===== src/rtl/reg_bus_arbiter.sv =====
// reg_bus_arbiter: two-master register bus arbiter with one-deep slots; REG_ARB_FIXED_PRIORITY_EN selects fixed port-0 priority
module reg_bus_arbiter #(
  parameter int READ_LATENCY = 1
) (
  input  logic        txclk,
  input  logic        reset_n,
  input  logic [1:0]  m0_en,
  input  logic [1:0]  m1_en,
  input  logic [6:0]  m0_addr,
  input  logic [6:0]  m1_addr,
  input  logic [31:0] m0_wdata,
  input  logic [31:0] m1_wdata,
  output logic        m0_busy,
  output logic        m1_busy,
  output logic [31:0] m0_rdata,
  output logic [31:0] m1_rdata,
  output logic        m0_rvalid,
  output logic        m1_rvalid,
  output logic [6:0]  reg_addr,
  output logic [31:0] reg_wdata,
  output logic        reg_we,
  output logic        reg_re,
  input  logic [31:0] reg_rdata,
  input  logic        clr_overrun,
  output logic [1:0]  overrun,
  output logic [3:0]  debug
);
  localparam logic [1:0] IDLE = 2'd0, READ_WAIT = 2'd1, RESPOND = 2'd2;
  logic [1:0]  state, prev0, prev1, busy, req, clr, slot_rd;
  logic        last_grant, owner, sel, issue;
  logic [2:0]  cnt;
  logic [6:0]  slot_addr [2];
  logic [31:0] slot_wdata [2];
  logic [6:0]  in_addr [2];
  logic [31:0] in_wdata [2];
  logic [1:0]  in_rd;
  assign in_addr[0] = m0_addr;
  assign in_addr[1] = m1_addr;
  assign in_wdata[0] = m0_wdata;
  assign in_wdata[1] = m1_wdata;
  assign in_rd = {m1_en[0], m0_en[0]};
  // a request is a new code with bit 1 set; a held level counts once
  assign req = {m1_en[1] && (m1_en != prev1), m0_en[1] && (m0_en != prev0)};
`ifdef REG_ARB_FIXED_PRIORITY_EN
  assign sel = ~busy[0];
`else
  assign sel = &busy ? ~last_grant : busy[1];
`endif
  assign issue = (state == IDLE) && |busy;
  assign clr[0] = (issue && !sel && !slot_rd[0]) || (state == RESPOND && !owner);
  assign clr[1] = (issue && sel && !slot_rd[1]) || (state == RESPOND && owner);
  assign {m1_busy, m0_busy} = busy;
  assign debug = {state, owner, |busy};
  // previous-en history for edge-style request detection
  always_ff @(posedge txclk) begin
    prev0 <= reset_n ? m0_en : 2'd0;
    prev1 <= reset_n ? m1_en : 2'd0;
  end
  // request slots; fullness is sampled before the edge so a clear and a new request collide as a drop
  always_ff @(posedge txclk) begin
    if (!reset_n) begin
      busy <= '0;
      slot_rd <= '0;
      overrun <= '0;
      for (int i = 0; i < 2; i++) begin
        slot_addr[i] <= '0;
        slot_wdata[i] <= '0;
      end
    end else begin
      overrun <= (clr_overrun ? 2'b00 : overrun) | (req & busy);
      for (int i = 0; i < 2; i++) begin
        if (req[i] && !busy[i]) begin
          busy[i] <= 1'b1;
          slot_rd[i] <= in_rd[i];
          slot_addr[i] <= in_addr[i];
          slot_wdata[i] <= in_wdata[i];
        end else if (clr[i]) begin
          busy[i] <= 1'b0;
        end
      end
    end
  end
  // scheduler: issue one transaction at a time and route read replies to the owner
  always_ff @(posedge txclk) begin
    if (!reset_n) begin
      state <= IDLE;
      last_grant <= 1'b1;
      owner <= 1'b0;
      cnt <= '0;
      reg_we <= 1'b0;
      reg_re <= 1'b0;
      reg_addr <= '0;
      reg_wdata <= '0;
      m0_rdata <= '0;
      m1_rdata <= '0;
      m0_rvalid <= 1'b0;
      m1_rvalid <= 1'b0;
    end else begin
      reg_we <= 1'b0;
      reg_re <= 1'b0;
      m0_rvalid <= 1'b0;
      m1_rvalid <= 1'b0;
      case (state)
        IDLE: if (issue) begin
          reg_addr <= slot_addr[sel];
          reg_wdata <= slot_wdata[sel];
          owner <= sel;
          if (slot_rd[sel]) begin
            reg_re <= 1'b1;
            cnt <= 3'(READ_LATENCY);
            state <= READ_WAIT;
          end else begin
            reg_we <= 1'b1;
            last_grant <= sel;
          end
        end
        READ_WAIT: if (cnt == 3'd0) begin
          if (owner) begin
            m1_rdata <= reg_rdata;
            m1_rvalid <= 1'b1;
          end else begin
            m0_rdata <= reg_rdata;
            m0_rvalid <= 1'b1;
          end
          state <= RESPOND;
        end else begin
          cnt <= cnt - 3'd1;
        end
        RESPOND: begin
          last_grant <= owner;
          state <= IDLE;
        end
        default: state <= IDLE;
      endcase
    end
  end
endmodule


===== config.mk =====
export PLATFORM = sky130hd
export DESIGN_NAME = reg_bus_arbiter
export DESIGN_NICKNAME = d
export VERILOG_FILES = /design/src/rtl/reg_bus_arbiter.sv
export SDC_FILE = /design/constraint.sdc
export NUM_CORES = 1
export LEC_CHECK = 0
export BUFFER_PORTS_ARGS = -buffer_cell sky130_fd_sc_hd__buf_2
export CELL_PAD_IN_SITES_DETAIL_PLACEMENT = 1
export CELL_PAD_IN_SITES_GLOBAL_PLACEMENT = 2
export CORE_AREA = 2 2 158 160
export CTS_CLUSTER_DIAMETER = 80
export CTS_CLUSTER_SIZE = 12
export DETAILED_ROUTE_END_ITERATION = 16
export DIE_AREA = 0 0 160 162
export GPL_ROUTABILITY_DRIVEN = 0
export PLACE_DENSITY = 0.76
export SYNTH_ARGS = -nofsm -noshare
export SYNTH_HDL_FRONTEND = slang
export SYNTH_SLANG_ARGS = --single-unit

===== constraint.sdc =====
create_clock -name txclk -period 2.7 [get_ports txclk]
set_input_delay 0.135 -clock txclk [delete_from_list [all_inputs] [get_ports txclk]]
set_output_delay 0.135 -clock txclk [all_outputs]
set_load 0.03 [all_outputs]

==> metrics.md, run 1 <==
| Metric | Value |
|---|---|
| Library cell with the largest summed area after synthesis | `dfxtp_1` |
| Least-Margin Pin Slew | `0.692 ns` |
| Slack of the critical path | `0.803 ns` |
| Fin cells | `1,344` |
| Area growth syn-to-layout | `41.6%` |
| Type of the most critical hold path | `primary input to flip-flop` |
| Data required time of the worst path | `2.94 ns` |
| Die W | `160 um` |
| FF-to-FF path depth | `5` |
| Detailed Routing Iterations Pass 1 | `6` |
| Placeable core region | `24,100 um^2` |
| First-pass GRT wire length | `37,800 um` |
| Worst-path fanout max | `78` |
| Y dimension of the die | `162 um` |
| Share of the core filled with cells | `0.448` |
| Final Hold Vio Count | `0` |
| Buffers on Ports | `231` |
| Cell area power density | `638 nW/um^2` |
| Part of the Yosys area used for sequential elements | `0.633` |
| EDFF count, synth | `78` |
| Number of design rule violations left after detail routing | `0` |
| Setup TNS after final layout | `0 ns` |
| Die Outline Area | `25,900 um^2` |
| Path type of the worst setup path | `primary input to flip-flop` |
| Share of Yosys cell area claimed by the top area cell type | `0.326` |
| Launch instance of the worst min-delay path | `reset_n` |
| CTS max path bufs | `3` |
| Remaining antenna violation count | `0` |
| Number of clock sinks seen by CTS | `202` |
| Drt initial violations | `479` |
| Yosys synthesis warning count | `0` |
| Number of max-cap violations | `0` |
| Leading cell types by total area after synthesis | `dfxtp_1 (33%), edfxtp_1 (31%), nand2_1 (7.0%), and3_1 (6.7%), a21boi_0 (6.7%)` |
| Mean cell area of the mapped netlist | `11.1 um^2` |
| Total grt overflow | `0` |
| Number of register bits inferred by synthesis | `202` |
| Number of nets produced by synthesis | `807` |
| Endpoint of the lowest-slack register-to-register path | `slot_wdata[1][12]` |
| I/O pins | `232` |
| Final Max Slew Viols | `0` |
| Share of layout cells above drive strength 1 | `0.268` |
| Initial Util | `0.316` |
| H-tree depth reported by CTS | `1` |
| Area of the mapped netlist | `7630 um^2` |
| Largest net degree at the start of global routing | `86` |
| Relative slew slack | `0.539` |
| Aggregate routed wire length | `24,400 um` |
| Via total after detailed routing | `6,436` |
| Total chip power | `6890 uW` |
| Cell at the root of the clock tree | `clkbuf_16` |
| Startpoint class of the critical path | `primary input` |
| Critical Path Start | `m1_en[0]` |
| Dominant synthesized flop cell | `dfxtp_1` |
| Number of placed cells counting well taps | `1,197` |
| Synthesized instance count | `688` |
| Crit end category | `flip-flop` |
| Via density | `4.79` |
| Startpoint of the worst-slack reg-to-reg timing path | `prev1[0]` |
| Highest clock rate | `0.527 GHz` |
| Tot GR Track Use | `0.182` |
| TritonCTS clock tree | `yes` |
| Vias in the first global route | `6,698` |
| Latest clock arrival within the worst-skew pair | `0.49 ns` |
| Skew final | `0.00996 ns` |
| Worst-path clk slew | `0.06 ns` |
| Setup violation total in the final timing report | `0` |
| Distinct cell type count after synthesis | `33` |
| Cell depth of the worst hold path | `2` |
| Site row count | `57` |
| Fillcell total | `2,726` |
| Static power due to leakage | `0.00471 uW` |
| Placed wire-length estimate | `14,400 um` |
| Num CTS Buffers | `20` |
| Asr flop ratio synth | `0` |
| Mean routed wirelength per cell | `18.2 um` |
| Nets | `1,129` |
| Peak supply drop | `0.349 mV` |
| Final min period | `1.90 ns` |
| Antenna violations before repair | `2` |
| Post-CTS sizing | `0` |
| Final worst-path cycle share | `0.702` |
| Result of the run | `completed` |
| End of the worst hold path | `last_grant` |
| Arrival time worst endpoint | `2.13 ns` |
| Unrepaired setup endpoints after global routing | `false` |
| R2R Setup Slk | `0.83 ns` |
| DP Worst Slack | `0.837 ns` |
==> critical path, cell delays in order <==
cell	delay (ns)
dlygate4sd3_1	0.53
buf_2	0.13
xor2_1	0.16
o211ai_1	0.40
nand2_2	0.08
buf_4	0.33
and3_1	0.31
==> worst max path at each step <==
stage                        end  slack [ns]  cells after the start
2_1_floorplan    slot_addr[1][0]        0.60                      3
3_3_place_gp       reg_wdata[28]        0.83                      5
3_5_place_dp       reg_wdata[14]        0.84                      5
4_1_cts            reg_wdata[14]        0.83                      5
5_1_grt              m0_rdata[6]        0.56                      5
6_report       slot_wdata[1][12]        0.80                      7
==> cell type report <==
class                      instances  area [um^2]  share of cell area
tap                              324          405              0.0375
antenna                            2         5.00            0.000463
clock buffer                      30          559              0.0518
multi-input combinational        416         2530               0.234
inverter                          10         37.5             0.00348
sequential                       202         4820               0.447
timing repair buffer             360         2440               0.226
==> metrics by stage <==
step           hold WS, ns  cell area [um^2]
6_report            0.0835             10800
5_1_grt              0.114             10800
4_1_cts            0.00826             10800
3_5_place_dp         0.376              9080
3_3_place_gp         0.376              9080
2_1_floorplan        0.242              7630
==> cell usage after synthesis (2+ instances only) <==
cell and number:
a21boi_0 68, a222oi_1 39, and2_1 5, and3_1 82
buf_2 6, clkbuf_1 52, dfxtp_1 124, edfxtp_1 78
ha_1 2, inv_1 10, mux2i_1 3, nand2_1 143
nand2b_1 2, nand3_1 5, nand3b_1 2, nor2b_1 42
o211ai_1 5, o21ai_0 2, or2_2 3, xor2_1 2
==> registers in the layout, indices dropped and copies added (netlist names), 3 cells and up <==
name and flops:
slot_addr 14, reg_wdata 32, reg_addr 7, cnt 3, slot_wdata 64, m0_rdata 32, m1_rdata 32
==> cells by family (layout without fill, tap and decap cells) <==
| family | Yosys count | after routing | synth area share |
|---|---|---|---|
| simple gates | 289 | 289 | 0.190 |
| flops | 202 | 202 | 0.633 |
| fa+ha+maj | 2 | 2 | 0.00328 |
| xor+xnor | 2 | 2 | 0.00230 |
| buf+inv | 70 | 400 | 0.0369 |
| compound gates | 120 | 120 | 0.131 |
| other cells | 0 | 2 | 0 |
| mux | 3 | 3 | 0.00394 |
==> power breakdown <==
| group | switching (uW) | internal (uW) |
|---|---|---|
| combinational | 512 | 377 |
| sequential | 81.7 | 3370 |
| clock | 1130 | 1420 |
==> layer usage <==
metal | GRT usage | vias to the layer above | share of wire
met3 | 0.0483 | 44 | 0.070
li1 | - | 3087 | -
met1 | 0.224 | 3106 | 0.42
met4 | 0.0667 | 0 | 0.031
met2 | 0.310 | 199 | 0.48
met5 | 0 | - | 0
==> placed cells by master, fill, tap and decap left out, types with 9 or more instances in the layout <==
master | netlist | layout
a21boi_0 | 68 | 68
a222oi_1 | 39 | 39
and3_1 | 82 | 82
buf_2 | 6 | 230
buf_4 | 1 | 13
clkbuf_1 | 52 | 9
clkbuf_16 | 0 | 21
dfxtp_1 | 124 | 124
dlygate4sd3_1 | 0 | 115
edfxtp_1 | 78 | 78
inv_1 | 10 | 10
nand2_1 | 143 | 140
nor2b_1 | 42 | 42
==> timing repair <==
action | CTS | global route
buffers inserted | 0 | 0
endpoints found under the hold margin | 149 | 1
hold buffers | 114 | 1
No activity file was read; power rests on OpenSTA's default activity.
==> run 2, diff against run 1 <==
==> constraint.sdc (replaced) <==
create_clock -name txclk -period 1.9 [get_ports txclk]
set_input_delay 0.095 -clock txclk [delete_from_list [all_inputs] [get_ports txclk]]
set_output_delay 0.095 -clock txclk [all_outputs]
set_load 0.03 [all_outputs]
==> metrics.md, run 2 (synthesis gave the netlist of run 1 again) <==
| Metric | Value |
|---|---|
| Vias in the first global route | `6,757` |
| Hold_ws | `0.375 ns` |
| Drt initial violations | `427` |
| I/O pins | `232` |
| Y dimension of the die | `162 um` |
| Largest net degree at the start of global routing | `93` |
| Setup violation total in the final timing report | `0` |
| Mean routed wirelength per cell | `17.7 um` |
| Placeable core region | `24,100 um^2` |
| Critical path cell sequence | `nor2_1, and3_1, buf_6, a222oi_1, nor2b_1` |
| CTS max path bufs | `3` |
| Unrepaired setup endpoints after global routing | `false` |
| H-tree depth reported by CTS | `1` |
| Via density | `4.80` |
| Number of clock sinks seen by CTS | `202` |
| Most common library cell in the layout ignoring fill and taps | `buf_2` |
| Peak supply drop | `0.538 mV` |
| Die Outline Area | `25,900 um^2` |
| Skew final | `0.0191 ns` |
| Crit end category | `flip-flop` |
| Result of the run | `completed` |
| Final Max Slew Viols | `0` |
| Initial Util | `0.316` |
| Number of max-cap violations | `0` |
| Die W | `160 um` |
| Startpoint class of the critical path | `flip-flop` |
| Latest clock arrival within the worst-skew pair | `0.49 ns` |
| Antenna violations before repair | `0` |
| Buffers on Ports | `231` |
| Via total after detailed routing | `6,473` |
| Site row count | `57` |
| Type of the most critical hold path | `primary input to flip-flop` |
| Arrival time worst endpoint | `2.14 ns` |
| Final min period | `1.75 ns` |
| TritonCTS clock tree | `yes` |
| Path type of the worst setup path | `flip-flop to flip-flop` |
| Data required time of the worst path | `2.29 ns` |
| Share of layout cells above drive strength 1 | `0.269` |
| Worst-path fanout max | `39` |
| Fillcell total | `2,705` |
| Detailed Routing Iterations Pass 1 | `6` |
| Highest clock rate | `0.571 GHz` |
| Largest incremental delay on the critical path | `0.35 ns` |
| Relative slew slack | `0.719` |
| Register bank with the most flops | `slot_wdata` |
| Max reg flops | `64` |
| Area growth syn-to-layout | `43.4%` |
| Buffers inserted by post-CTS timing repair | `0` |
| Remaining antenna violation count | `0` |
| Total grt overflow | `0` |
| Num CTS Buffers | `20` |
| Slowest stage cell, crit path | `dfxtp_1` |
| Tot GR Track Use | `0.179` |
| Final worst-path cycle share | `0.921` |
| Number of design rule violations left after detail routing | `0` |
| Least-Margin Pin Slew | `0.421 ns` |
| Cell area power density | `905 nW/um^2` |
| Cell at the root of the clock tree | `clkbuf_16` |
| Top library cells by usage in the layout, fill and taps aside | `buf_2 (230), nand2_1 (140), dfxtp_1 (124)` |
| First-pass GRT wire length | `37,500 um` |
| Setup TNS after final layout | `0 ns` |
| Antenna diode instance count | `0` |
| Static power due to leakage | `0.00477 uW` |
| Nets | `1,132` |
| Worst-path clk slew | `0.06 ns` |
| Final Hold Vio Count | `0` |
| Placed wire-length estimate | `14,400 um` |
| Aggregate routed wire length | `23,900 um` |
[run 2: cell count changes in the layout (fill, tap and decap cells not counted), sizes merged]
cell / change
dlygate4sd3: +1
buf: +2
clkbuf: +4
diode: -2
[run 2: path summary, 6_finish.rpt]
path	to	slack (ns)	depth (start not counted)	start
worst max-delay path	reg_wdata[7]	0.15	5	state[1]
worst min-delay path	prev0[0]	0.37	4	m0_en[0]
worst max register to register	reg_wdata[7]	0.15	5	state[1]
worst min register to register	m1_rdata[23]	0.46	2	m1_rdata[23]
[run 2: repair_timing]
action | 4_1_cts | 5_1_grt
hold buffers | 116 | 0
endpoints found under the setup margin | 0 | 3
endpoints found under the hold margin | 151 | 0
gates resized for setup | 0 | 2
[run 2: critical path, delay by kind of cell (launching register included)]
family	cells	cell delay, ns
AND/OR/NAND/NOR	3	0.78
AO/OA/AOI/OAI	1	0.17
buffers and inverters	1	0.32
flip-flops	1	0.35
[run 2: area by class of cell]
class | instances | area [um^2] | share of cell area
Clock buffer | 34 | 584 | 0.0534
Timing Repair Buffer | 363 | 2560 | 0.234
Tap cell | 324 | 405 | 0.0371
Sequential cell | 202 | 4820 | 0.441
Multi-Input combinational cell | 416 | 2530 | 0.231
Inverter | 10 | 37.5 | 0.00343
[run 2: power by group]
group	leakage [uW]	internal (uW)	switching [uW]	total, uW
clock	0.000280	2080	1630	3710
combinational	0.00264	566	723	1290
sequential	0.00184	4790	117	4910
[run 2: through the flow]
step,setup slack (ns),cell area (um^2),utilization,std cells,power (uW)
final,0.149,10900,0.454,1349,9910
after detailed placement,0.166,9190,0.381,1199,6100
after floorplan,0.0506,7630,-,688,5630
after global placement,0.269,9190,0.381,1199,6060
after CTS,0.150,10900,0.453,1349,10000
after global routing,0.0346,10900,0.454,1349,10300
[run 2: metal layers]
metal	part of all wire	vias to the layer above	wire length [um]	track usage
li1	-	3092	-	-
met1	0.41	3157	9820	0.218
met2	0.50	181	11900	0.314
met3	0.062	43	1490	0.0414
met4	0.030	0	717	0.0569
met5	0	-	0	0
==> run 3, diff against run 2 <==
--- a/config.mk
+++ b/config.mk
@@ -15,6 +15,7 @@
 export DIE_AREA = 0 0 160 162
 export GPL_ROUTABILITY_DRIVEN = 0
 export PLACE_DENSITY = 0.76
+export REMOVE_ABC_BUFFERS = 1
 export SYNTH_ARGS = -nofsm -noshare
 export SYNTH_HDL_FRONTEND = slang
 export SYNTH_SLANG_ARGS = --single-unit
==> metrics.md, run 3 (synthesis gave the netlist of run 1 again) <==
| Metric | Value |
|---|---|
| Final Max Slew Viols | `0` |
| Number of max-cap violations | `0` |
| Fraction of power consumed by combinational cells | `0.133` |
| Internal power | `7340 uW` |
| Cell depth of the worst hold path | `3` |
| Fin cells | `1,355` |
| Via total after detailed routing | `6,519` |
| Uppermost signal routing layer after detailed routing | `met4` |
| Remaining antenna violation count | `0` |
| Register bank with the most flops | `slot_wdata` |
| Vias in the first global route | `6,937` |
| Number of design rule violations left after detail routing | `0` |
| Worst-path fanout max | `29` |
| First-pass GRT wire length | `38,600 um` |
| Startpoint class of the critical path | `flip-flop` |
| Initial Util | `0.316` |
| Number of placed cells counting well taps | `1,203` |
| Tot GR Track Use | `0.186` |
| Static power due to leakage | `0.00478 uW` |
| Setup violation total in the final timing report | `0` |
| Top library cells by usage in the layout, fill and taps aside | `buf_2 (230), nand2_1 (140), dfxtp_1 (124)` |
| CTS max path bufs | `3` |
| Met3 wire length | `2030 um` |
| Switching part of the total power | `0.255` |
| Peak supply drop | `0.438 mV` |
| Result of the run | `completed` |
| Cell at the root of the clock tree | `clkbuf_16` |
| Slowest stage cell, crit path | `buf_4` |
| Type of the most critical hold path | `primary input to flip-flop` |
| Met2 routed WL | `11,500 um` |
| Relative slew slack | `0.728` |
| Skew final | `0.0113 ns` |
| Aggregate routed wire length | `24,400 um` |
| Unrepaired setup endpoints after global routing | `false` |
| Placeable core region | `24,100 um^2` |
| Part of the power in registers | `0.498` |
| TritonCTS clock tree | `yes` |
| Share of layout cells above drive strength 1 | `0.271` |
| Largest net degree at the start of global routing | `83` |
| Most common library cell in the layout ignoring fill and taps | `buf_2` |
| Fillcell total | `2,706` |
| Nets | `1,136` |
| Least-Margin Pin Slew | `0.407 ns` |
| Max reg flops | `64` |
| Highest clock rate | `0.589 GHz` |
| Path type of the worst setup path | `flip-flop to flip-flop` |
| Detailed-routing wirelength on met1 | `10,400 um` |
| DP Worst Slack | `0.254 ns` |
| Area growth syn-to-layout | `43.7%` |
| Num CTS Buffers | `20` |
| Critical path cell sequence | `nor2_1, and3_1, buf_4, a222oi_1, nor2b_1` |
| Final Hold Vio Count | `0` |
| Placed wire-length estimate | `15,000 um` |
| Number of clock sinks seen by CTS | `202` |
| Detailed Routing Iterations Pass 1 | `5` |
| Final min period | `1.70 ns` |
| Arrival time worst endpoint | `2.13 ns` |
| Clock share of power | `0.369` |
| Latest clock arrival within the worst-skew pair | `0.50 ns` |
| H-tree depth reported by CTS | `1` |
| Drt initial violations | `449` |
| Data required time of the worst path | `2.33 ns` |
| Via density | `4.81` |
| Worst-path clk slew | `0.06 ns` |
| Setup TNS after final layout | `0 ns` |
| Crit end category | `flip-flop` |
| Cell area power density | `899 nW/um^2` |
| Buffers on Ports | `231` |
| Antenna violations before repair | `2` |
| Die W | `160 um` |
| Y dimension of the die | `162 um` |
| Largest incremental delay on the critical path | `0.38 ns` |
| Die Outline Area | `25,900 um^2` |
| Net switching power of the design | `2510 uW` |
| Site row count | `57` |
| Slack of the critical path | `0.201 ns` |
| Mean routed wirelength per cell | `18.0 um` |
| Total grt overflow | `0` |
| I/O pins | `232` |
| Post-CTS sizing | `0` |
| FF-to-FF path depth | `5` |
| Final worst-path cycle share | `0.894` |
==> run 3: changes by cell type in the layout (fill, tap and decap cells not counted), sizes merged <==
cell    before  now
buf        247  251
diode        0    2
clkbuf      34   33
clkinv       0    1
==> run 3: power groups by stage <==
stage	registers (uW)	clock network [uW]	logic, uW
after floorplan	5140	0	406
after global placement	4990	0	1100
after detailed placement	5000	0	1120
after CTS	4900	3780	1320
after global routing	4930	3940	1430
final	4910	3640	1310
==> run 3: worst max-delay path, delay by kind of cell (launching register included) <==
family          cells  cell delay [ns]
buf+inv             1             0.38
compound gates      1             0.18
flops               1             0.36
simple gates        3             0.70
==> run 3: worst paths after layout <==
kind | slack (ns) | endpoint | startpoint
max | 0.20 | reg_wdata[31] | state[0]
min | 0.40 | prev1[1] | m1_en[1]
max reg2reg | 0.20 | reg_wdata[31] | state[0]
min reg2reg | 0.46 | cnt[2] | cnt[2]
==> run 3: area by class of cell <==
class,instances,area [um^2],share of cell area
clock inverters,1,16.3,0.00148
flip-flops and latches,202,4820,0.440
inverters,10,37.5,0.00342
diodes,2,5.00,0.000457
multi-input cells,416,2530,0.231
clock buffers,33,549,0.0501
repair buffers,367,2590,0.237
well taps,324,405,0.0370
==> run 3: through the flow <==
| step | power [uW] | hold slack (ns) | util | cell area, um^2 |
|---|---|---|---|---|
| after floorplan | 5550 | 0.167 | - | 7380 |
| after global placement | 6090 | 0.327 | 0.383 | 9230 |
| after detailed placement | 6120 | 0.333 | 0.383 | 9230 |
| after CTS | 10000 | 0.369 | 0.454 | 11000 |
| after global routing | 10300 | 0.416 | 0.455 | 11000 |
| final | 9850 | 0.398 | 0.455 | 11000 |
==> run 3: timing repair <==
item	in CTS	in global routing
setup buffers	0	0
endpoints found under the hold margin	157	0
hold buffers	116	0
==> run 3: metal layers <==
metal	up-vias	track usage
met5	-	0
met4	0	0.0401
met3	28	0.0608
met2	222	0.319
met1	3163	0.229
li1	3106	-
